**config.mk**
```make
export PLATFORM = sky130hd
export DESIGN_NAME = wvb_rd_ctrl
export DESIGN_NICKNAME = d
export VERILOG_FILES = /design/src/rtl/wvb_rd_ctrl_pkg.sv /design/src/rtl/wvb_rd_skid.sv /design/src/rtl/wvb_rd_ctrl.sv
export SDC_FILE = /design/constraint.sdc
export NUM_CORES = 1
export LEC_CHECK = 0
export CAP_MARGIN = 20
export CORE_MARGIN = 2
export CORE_UTILIZATION = 31
export CTS_CLUSTER_SIZE = 12
export DETAILED_ROUTE_END_ITERATION = 7
export GPL_ROUTABILITY_DRIVEN = 0
export GPL_TIMING_DRIVEN = 0
export SLEW_MARGIN = 10
export SYNTH_ARGS = -nofsm -noshare
export SYNTH_HDL_FRONTEND = slang
export SYNTH_SLANG_ARGS = --single-unit
```
**constraint.sdc**
```tcl
create_clock -name clk -period 3.25 [get_ports clk]
set_input_delay 0.975 -clock clk [delete_from_list [all_inputs] [get_ports clk]]
set_output_delay 0.975 -clock clk [all_outputs]
set_load 0.03 [all_outputs]
```
**src/rtl/wvb_rd_ctrl_pkg.sv**
```systemverilog
// Shared definitions for the waveform buffer read controller:
// FSM state encoding, bundle-3 header field placement, length-width relation.
package wvb_rd_ctrl_pkg;

  typedef enum logic [1:0] {
    S_IDLE  = 2'd0,
    S_LOAD  = 2'd1,
    S_READ  = 2'd2,
    S_DRAIN = 2'd3
  } state_t;

  // Bundle-3 header layout: [ADR-1:0] stop_addr, [2*ADR-1:ADR] start_addr,
  // remaining upper bits (LTC, trigger info) pass through untouched.
  localparam int B3_STOP_LSB  = 0;
  localparam int B3_START_LSB = 12;

  // Event length must represent 1..2^adr_w, hence one extra bit.
  function automatic int len_width(input int adr_w);
    return adr_w + 1;
  endfunction

endpackage

```
**src/rtl/wvb_rd_skid.sv**
```systemverilog
// Two-entry valid/ready buffer absorbing the one-cycle RAM read latency.
// Output beat is held in a register; almost_full is the occupancy after the
// current edge (pushes and pops included) reaching two entries.
module wvb_rd_skid #(
  parameter int P_WIDTH = 24
) (
  input  logic               clk,
  input  logic               i_rst,
  input  logic               in_valid,
  input  logic [P_WIDTH-1:0] in_data,
  output logic               out_valid,
  output logic [P_WIDTH-1:0] out_data,
  input  logic               out_ready,
  output logic               almost_full
);

  logic               skid_valid;
  logic [P_WIDTH-1:0] skid_data;
  logic               pop;
  logic [1:0]         occ_next;

  assign pop         = out_valid && out_ready;
  assign occ_next    = {1'b0, out_valid} + {1'b0, skid_valid} + {1'b0, in_valid} - {1'b0, pop};
  assign almost_full = (occ_next >= 2'd2);

  // Refill the output register from the spare entry first, else from the input.
  always_ff @(posedge clk) begin
    if (i_rst) begin
      out_valid  <= 1'b0;
      out_data   <= '0;
      skid_valid <= 1'b0;
      skid_data  <= '0;
    end else if (!out_valid || pop) begin
      if (skid_valid) begin
        out_valid  <= 1'b1;
        out_data   <= skid_data;
        skid_valid <= in_valid;
        if (in_valid) skid_data <= in_data;
      end else begin
        out_valid <= in_valid;
        if (in_valid) out_data <= in_data;
      end
    end else if (in_valid) begin
      skid_valid <= 1'b1;
      skid_data  <= in_data;
    end
  end

endmodule

```
**src/rtl/wvb_rd_ctrl.sv**
```systemverilog
// Waveform buffer read controller: pops one header, reads start..stop from the
// circular buffer RAM (with wrap) and streams samples with sop/eop.
// Optional truncation: define WVB_RD_CTRL_TRUNC_EN to add rd_max_len/dout_trunc.
//
// state   | meaning
// S_IDLE  | waiting for en and a header; pops and latches it
// S_LOAD  | computes evt_len, presents start_addr
// S_READ  | issues one RAM read per cycle while the skid buffer has room
// S_DRAIN | all reads issued; waits for the eop handshake, then releases
module wvb_rd_ctrl
  import wvb_rd_ctrl_pkg::*;
#(
  parameter int P_DATA_WIDTH = 22,
  parameter int P_ADR_WIDTH  = 12,
  parameter int P_HDR_WIDTH  = 80,
  parameter int P_LEN_WIDTH  = len_width(P_ADR_WIDTH)
) (
  input  logic                    clk,
  input  logic                    i_rst,
  input  logic                    en,
  input  logic                    hdr_empty,
  input  logic [P_HDR_WIDTH-1:0]  hdr_data,
  output logic                    hdr_rd_en,
  output logic [P_ADR_WIDTH-1:0]  wvb_rd_addr,
  input  logic [P_DATA_WIDTH-1:0] wvb_rd_data,
  output logic                    dout_valid,
  input  logic                    dout_ready,
  output logic [P_DATA_WIDTH-1:0] dout_data,
  output logic                    dout_sop,
  output logic                    dout_eop,
  output logic [P_HDR_WIDTH-1:0]  dout_hdr,
  output logic [P_LEN_WIDTH-1:0]  evt_len,
  output logic [P_ADR_WIDTH-1:0]  rd_ptr,
  output logic [31:0]             evt_cnt,
  output logic                    busy
`ifdef WVB_RD_CTRL_TRUNC_EN
  ,
  input  logic [P_LEN_WIDTH-1:0]  rd_max_len,
  output logic                    dout_trunc
`endif
);

  state_t                  state;
  logic [P_LEN_WIDTH-1:0]  tgt_len;
  logic [P_LEN_WIDTH-1:0]  issue_cnt;
  logic                    rd_vld_q, rd_sop_q, rd_eop_q;
  logic                    skid_af;
  logic                    issue, last_issue, eop_hs;
  logic [P_ADR_WIDTH-1:0]  start_addr, stop_addr, span;
  logic [P_LEN_WIDTH-1:0]  len_c, tgt_c;

  // Header fields come from the latched header so they stay stable all event.
  assign start_addr = dout_hdr[B3_START_LSB +: P_ADR_WIDTH];
  assign stop_addr  = dout_hdr[B3_STOP_LSB +: P_ADR_WIDTH];
  assign span       = stop_addr - start_addr;
  assign len_c      = P_LEN_WIDTH'(span) + P_LEN_WIDTH'(1);

`ifdef WVB_RD_CTRL_TRUNC_EN
  logic trunc_c;
  assign trunc_c = (rd_max_len != '0) && (len_c > rd_max_len);
  assign tgt_c   = trunc_c ? rd_max_len : len_c;
`else
  assign tgt_c   = len_c;
`endif

  assign issue      = (state == S_READ) && !skid_af;
  assign last_issue = (issue_cnt == tgt_len - P_LEN_WIDTH'(1));
  assign eop_hs     = dout_valid && dout_ready && dout_eop;
  assign busy       = (state != S_IDLE);

  // Sequencer plus read-tag pipeline aligned with the RAM latency.
  always_ff @(posedge clk) begin
    if (i_rst) begin
      state       <= S_IDLE;
      hdr_rd_en   <= 1'b0;
      dout_hdr    <= '0;
      wvb_rd_addr <= '0;
      evt_len     <= '0;
      tgt_len     <= '0;
      issue_cnt   <= '0;
      rd_ptr      <= '0;
      evt_cnt     <= '0;
      rd_vld_q    <= 1'b0;
      rd_sop_q    <= 1'b0;
      rd_eop_q    <= 1'b0;
`ifdef WVB_RD_CTRL_TRUNC_EN
      dout_trunc  <= 1'b0;
`endif
    end else begin
      hdr_rd_en <= 1'b0;
      rd_vld_q  <= issue;
      rd_sop_q  <= issue && (issue_cnt == '0);
      rd_eop_q  <= issue && last_issue;
      case (state)
        S_IDLE: begin
          if (en && !hdr_empty) begin
            hdr_rd_en <= 1'b1;
            dout_hdr  <= hdr_data;
            state     <= S_LOAD;
          end
        end
        S_LOAD: begin
          evt_len     <= len_c;
          tgt_len     <= tgt_c;
          wvb_rd_addr <= start_addr;
          issue_cnt   <= '0;
`ifdef WVB_RD_CTRL_TRUNC_EN
          dout_trunc  <= trunc_c;
`endif
          state       <= S_READ;
        end
        S_READ: begin
          if (issue) begin
            wvb_rd_addr <= wvb_rd_addr + P_ADR_WIDTH'(1);
            issue_cnt   <= issue_cnt + P_LEN_WIDTH'(1);
            if (last_issue) state <= S_DRAIN;
          end
        end
        S_DRAIN: begin
          if (eop_hs) begin
            rd_ptr     <= stop_addr + P_ADR_WIDTH'(1);
            evt_cnt    <= evt_cnt + 32'd1;
`ifdef WVB_RD_CTRL_TRUNC_EN
            dout_trunc <= 1'b0;
`endif
            state      <= S_IDLE;
          end
        end
        default: state <= S_IDLE;
      endcase
    end
  end

  wvb_rd_skid #(
    .P_WIDTH(P_DATA_WIDTH + 2)
  ) u_skid (
    .clk        (clk),
    .i_rst      (i_rst),
    .in_valid   (rd_vld_q),
    .in_data    ({rd_sop_q, rd_eop_q, wvb_rd_data}),
    .out_valid  (dout_valid),
    .out_data   ({dout_sop, dout_eop, dout_data}),
    .out_ready  (dout_ready),
    .almost_full(skid_af)
  );

endmodule
```
==> flow_results.org <==
** Timing
- Setup repair after global routing could not meet its margin everywhere.
- Worst setup skew after layout :: 0.02248 ns
- Final-layout setup total negative slack :: 0 ns
- The worst path meets setup with 0.1402 ns of slack.
- Static timing analysis puts the maximum clock frequency at 0.3216 GHz.
- Period utilisation layout :: 95.69%
- The number of pins exceeding their max-slew limit in the final report is 0.
- Clock period minus worst slack :: 3.110 ns
- Setup violations remaining at the end of the flow were counted as 0.
- The hold violation count in the final report is 0.
- At the pin with the least slew margin, the transition time is ~0.84 ns.
- Measured against its own limit, the worst slew margin works out to 43.88%.

** Logic synthesis
- Summed instance area of the synthesized netlist :: 9923 um2
- Most used flip-flop cell after synthesis :: dfxtp_1
- During synthesis, Yosys emitted a total of 0 warnings.
- Post-synthesis async set-or-reset flop share :: 0%
- Most common library cells after synthesis :: nand2_1 (253), dfxtp_1 (218), a21oi_1 (130)
- Sequential element share of the synthesized area :: 43.98%
- The synthesized design spends more area on one cell type than any other, namely dfxtp_1.
- Net count of the mapped netlist :: about 1400
- Synthesis handed over a netlist of 1222 instances.
- EDFF count, synth :: 0
- Yosys attributes the largest share of cell area to dfxtp_1 (44%), nand2_1 (9.6%), a21oi_1 (6.6%).
- Register bit total from synthesis :: 218
- After synthesis, the netlist uses 61 different library cells.
- The top cell type by area accounts for 43.98% of the synthesized area.
- The most common cell in the synthesized netlist is nand2_1.
- Syn avg cell area :: 8.121 um2

** Global route
- The initial antenna violation count came to 2.
- Number of global-route vias before repair :: 9097
- Total congestion overflow after global routing :: 0
- In the global route stage, overall resource usage came out at around a fifth.
- The first global-routing pass estimated ~50000 um of wire.
- Maximum number of pins on one net before global-route repair :: 20

** Setup path
- In this run the worst path has a maximum fanout of 8.
- The worst setup path is captured at a flip-flop.
- Data arrival, critical path :: 3.50 ns
- The worst setup path is launched from an input pin.
- The worst setup path is of the in -> reg kind.
- At the worst endpoint, the required time is 3.64 ns.

** Power
- For this design the static power due to leakage is 4.917 nW.
- The clock network accounts for 29.0% of the total power.
- Part of the total power dissipated in sequential elements :: around a third
- Net switching is 37.24% of the power.
- The internal portion of the total power is around 6.1 mW.
- For this design the total switching power over the nets is 3.597 mW.
- Share of total power in combinational logic :: 36.8%
- Maximum resistive drop on vdd :: 472.6 uV
- Total power divided by cell area :: ~700 nW/um2

** Worst hold path
- The path class of the tightest hold or removal check is reg -> reg.

** Placement
- Port Buffer Count :: between 200 and 300
- The wire-length estimate of the detail-placed layout is ~25000 um.
- After detailed placement, the design holds a cell count of 1906.
- Timing analysis after detailed placement gives a worst setup slack of -0.7635 ns.

** Final layout
- Of the cells placed in the final design, the portion with a size suffix greater than 1 is under 10%.
- # fillers :: 3103
- After the last flow step, the layout net total stands at roughly 1700.
- The count of cells in the finished layout, fillers not included, comes to slightly below 2000.
- Cells fill between 40 and 50% of the core in the end.
- Relative to the synthesized area, the layout overhead comes to 42.55%.

** CTS
- Clock-pin slew was measured on the worst setup and hold paths at approximately 0.060 ns.
- CTS buffer count :: 26
- The tree is rooted in a clkbuf_16.
- The clock net in this run drives a total of 218 sinks.
- TritonCTS built the clock tree.
- Hold_buf cts :: 0
- Clock latency of the later-clocked register in the worst-skew pair :: 0.53 ns
- CTS built an H-tree with a depth of 1.
- The clock passes through at most 3 buffers.

** Floorplanning
- The floorplan step defined a core boundary enclosing 31560 um2.
- The floorplan step set the die height to roughly 180 um.
- The die covers 33460 um2.
- The floorplan has 65 rows.
- Initial cell density of the core :: a little under a third
- During I/O placement, the number of pins put on the boundary was 283.
- The die is 182.9 um wide.

** Routing
- Average wire per standard cell :: 16.77 um
- Number of detailed-routing iterations run before antenna repair :: 5
- After detailed routing, the number of remaining DRC violations is 0.
- Via density per instance :: 4.902
- Via Count :: 9569
- In this run the remaining antenna-violating nets after routing total 0.
- For this block, the initial DRC count from the detailed router was 448.
- Final WL :: approximately 33000 um

** Status
- The flow ran to the end, and the final reports show no timing, DRC or antenna violations.

** Run
- Max-Cap Viols :: 0
## power by group through the flow
stage	clock network, mW	logic (mW)	registers [mW]
finish	2.81	3.56	3.30
global route	2.98	3.88	3.34
CTS	2.88	3.54	3.30
detailed placement	0	3.51	3.35
global placement	0	3.48	3.34
floorplan	0	1.78	3.79
## through the flow
stage	instance area (um2)	hold WS, ns	power [mW]
after CTS	14080	0.4535	9.719
after detailed placement	13250	0.4457	6.867
final	14150	0.4512	9.659
after global placement	13250	0.4404	6.820
after floorplan	9923	0.4312	5.570
after global routing	14150	0.4693	10.19
## metal layers
layer | vias up | track usage, % | wire, um
met3 | 35 | 4.925 | 2345
met2 | 299 | 32.20 | 15380
met5 | - | 0 | 0
met4 | 0 | 4.576 | 693
met1 | 4429 | 23.74 | 14310
li1 | 4806 | - | -
## state kept, by name, indices dropped and copies added, names as in the netlist
name / flops
dout_hdr: 80
evt_cnt: 32
u_skid.out_data: 24
u_skid.skid_data: 24
issue_cnt: 13
tgt_len: 13
rd_ptr: 12
wvb_rd_addr: 12
state: 2
hdr_rd_en: 1
rd_eop_q: 1
rd_sop_q: 1
rd_vld_q: 1
u_skid.out_valid: 1
u_skid.skid_valid: 1
## logic make-up (layout without fill, tap and decap cells)
| logic type | count (synthesis) | count (layout) | synth area share, % |
|---|---|---|---|
| buf+inv | 104 | 431 | 4.047 |
| simple gates | 518 | 518 | 23.20 |
| xor+xnor | 75 | 75 | 6.758 |
| flops | 218 | 218 | 43.98 |
| compound gates | 248 | 248 | 15.36 |
| other cells | 0 | 1 | 0 |
| mux | 34 | 34 | 3.430 |
| fa+ha+maj | 25 | 25 | 3.228 |
## final cells by class
type / instances / area, um2 / area share (%)
sequential: 218 / 4364 / 30.85
multi-input combinational: 900 / 5223 / 36.92
buffer: 70 / 282.8 / 1.999
inverter: 33 / 123.9 / 0.8756
timing repair buffer: 283 / 2830 / 20.01
clock inverter: 10 / 81.33 / 0.5749
tap: 402 / 503.0 / 3.556
antenna: 1 / 2.502 / 0.01769
clock buffer: 35 / 735.7 / 5.201
## layout by cell type, fill, tap and decap left out, types with 4 or more instances in the layout
master,netlist,final
a211oi_1,54,54
a21oi_1,130,128
a311oi_1,5,5
a31oi_1,4,4
and2_1,5,5
and3_1,19,19
and4_1,7,7
buf_1,7,5
clkbuf_1,62,66
clkbuf_16,0,27
clkdlybuf4s50_1,0,282
clkinv_2,0,7
dfxtp_1,218,218
ha_1,24,24
inv_1,33,33
mux2i_1,34,34
nand2_1,253,251
nand2b_1,8,8
nand3_1,34,34
nand4_1,15,15
nor2_1,126,124
nor2b_1,7,7
nor3_1,10,8
nor4_1,5,4
o211ai_1,4,4
o21a_1,4,4
o21ai_0,21,21
or3_1,9,9
xnor2_1,30,30
xor2_1,44,43
## repair_timing
action,4_1_cts,5_1_grt
pin swaps,0,3
gates resized for setup,5,17
setup buffers,0,1
endpoints found under the setup margin,30,19
## critical path, stage by stage
cell and delay [ns]:
clkdlybuf4s50_1 0.43, and2_1 0.18, ha_1 0.27, inv_1 0.04, ha_1 0.27, a21oi_2 0.17, xor2_2 0.27, buf_4 0.18
a21oi_4 0.10, nor3_2 0.29, nand3_1 0.12, xor2_1 0.15, nor2_1 0.05
## path summary, 6_finish.rpt
path                     start            to  slack [ns]  depth (start not counted)
max                 dout_ready  issue_cnt[9]        0.14                         13
min               dout_hdr[64]  dout_hdr[64]        0.45                          2
max reg2reg  u_skid.skid_valid  issue_cnt[9]        0.28                         13
min reg2reg       dout_hdr[64]  dout_hdr[64]        0.45                          2
No activity file was read; power rests on OpenSTA's default activity.
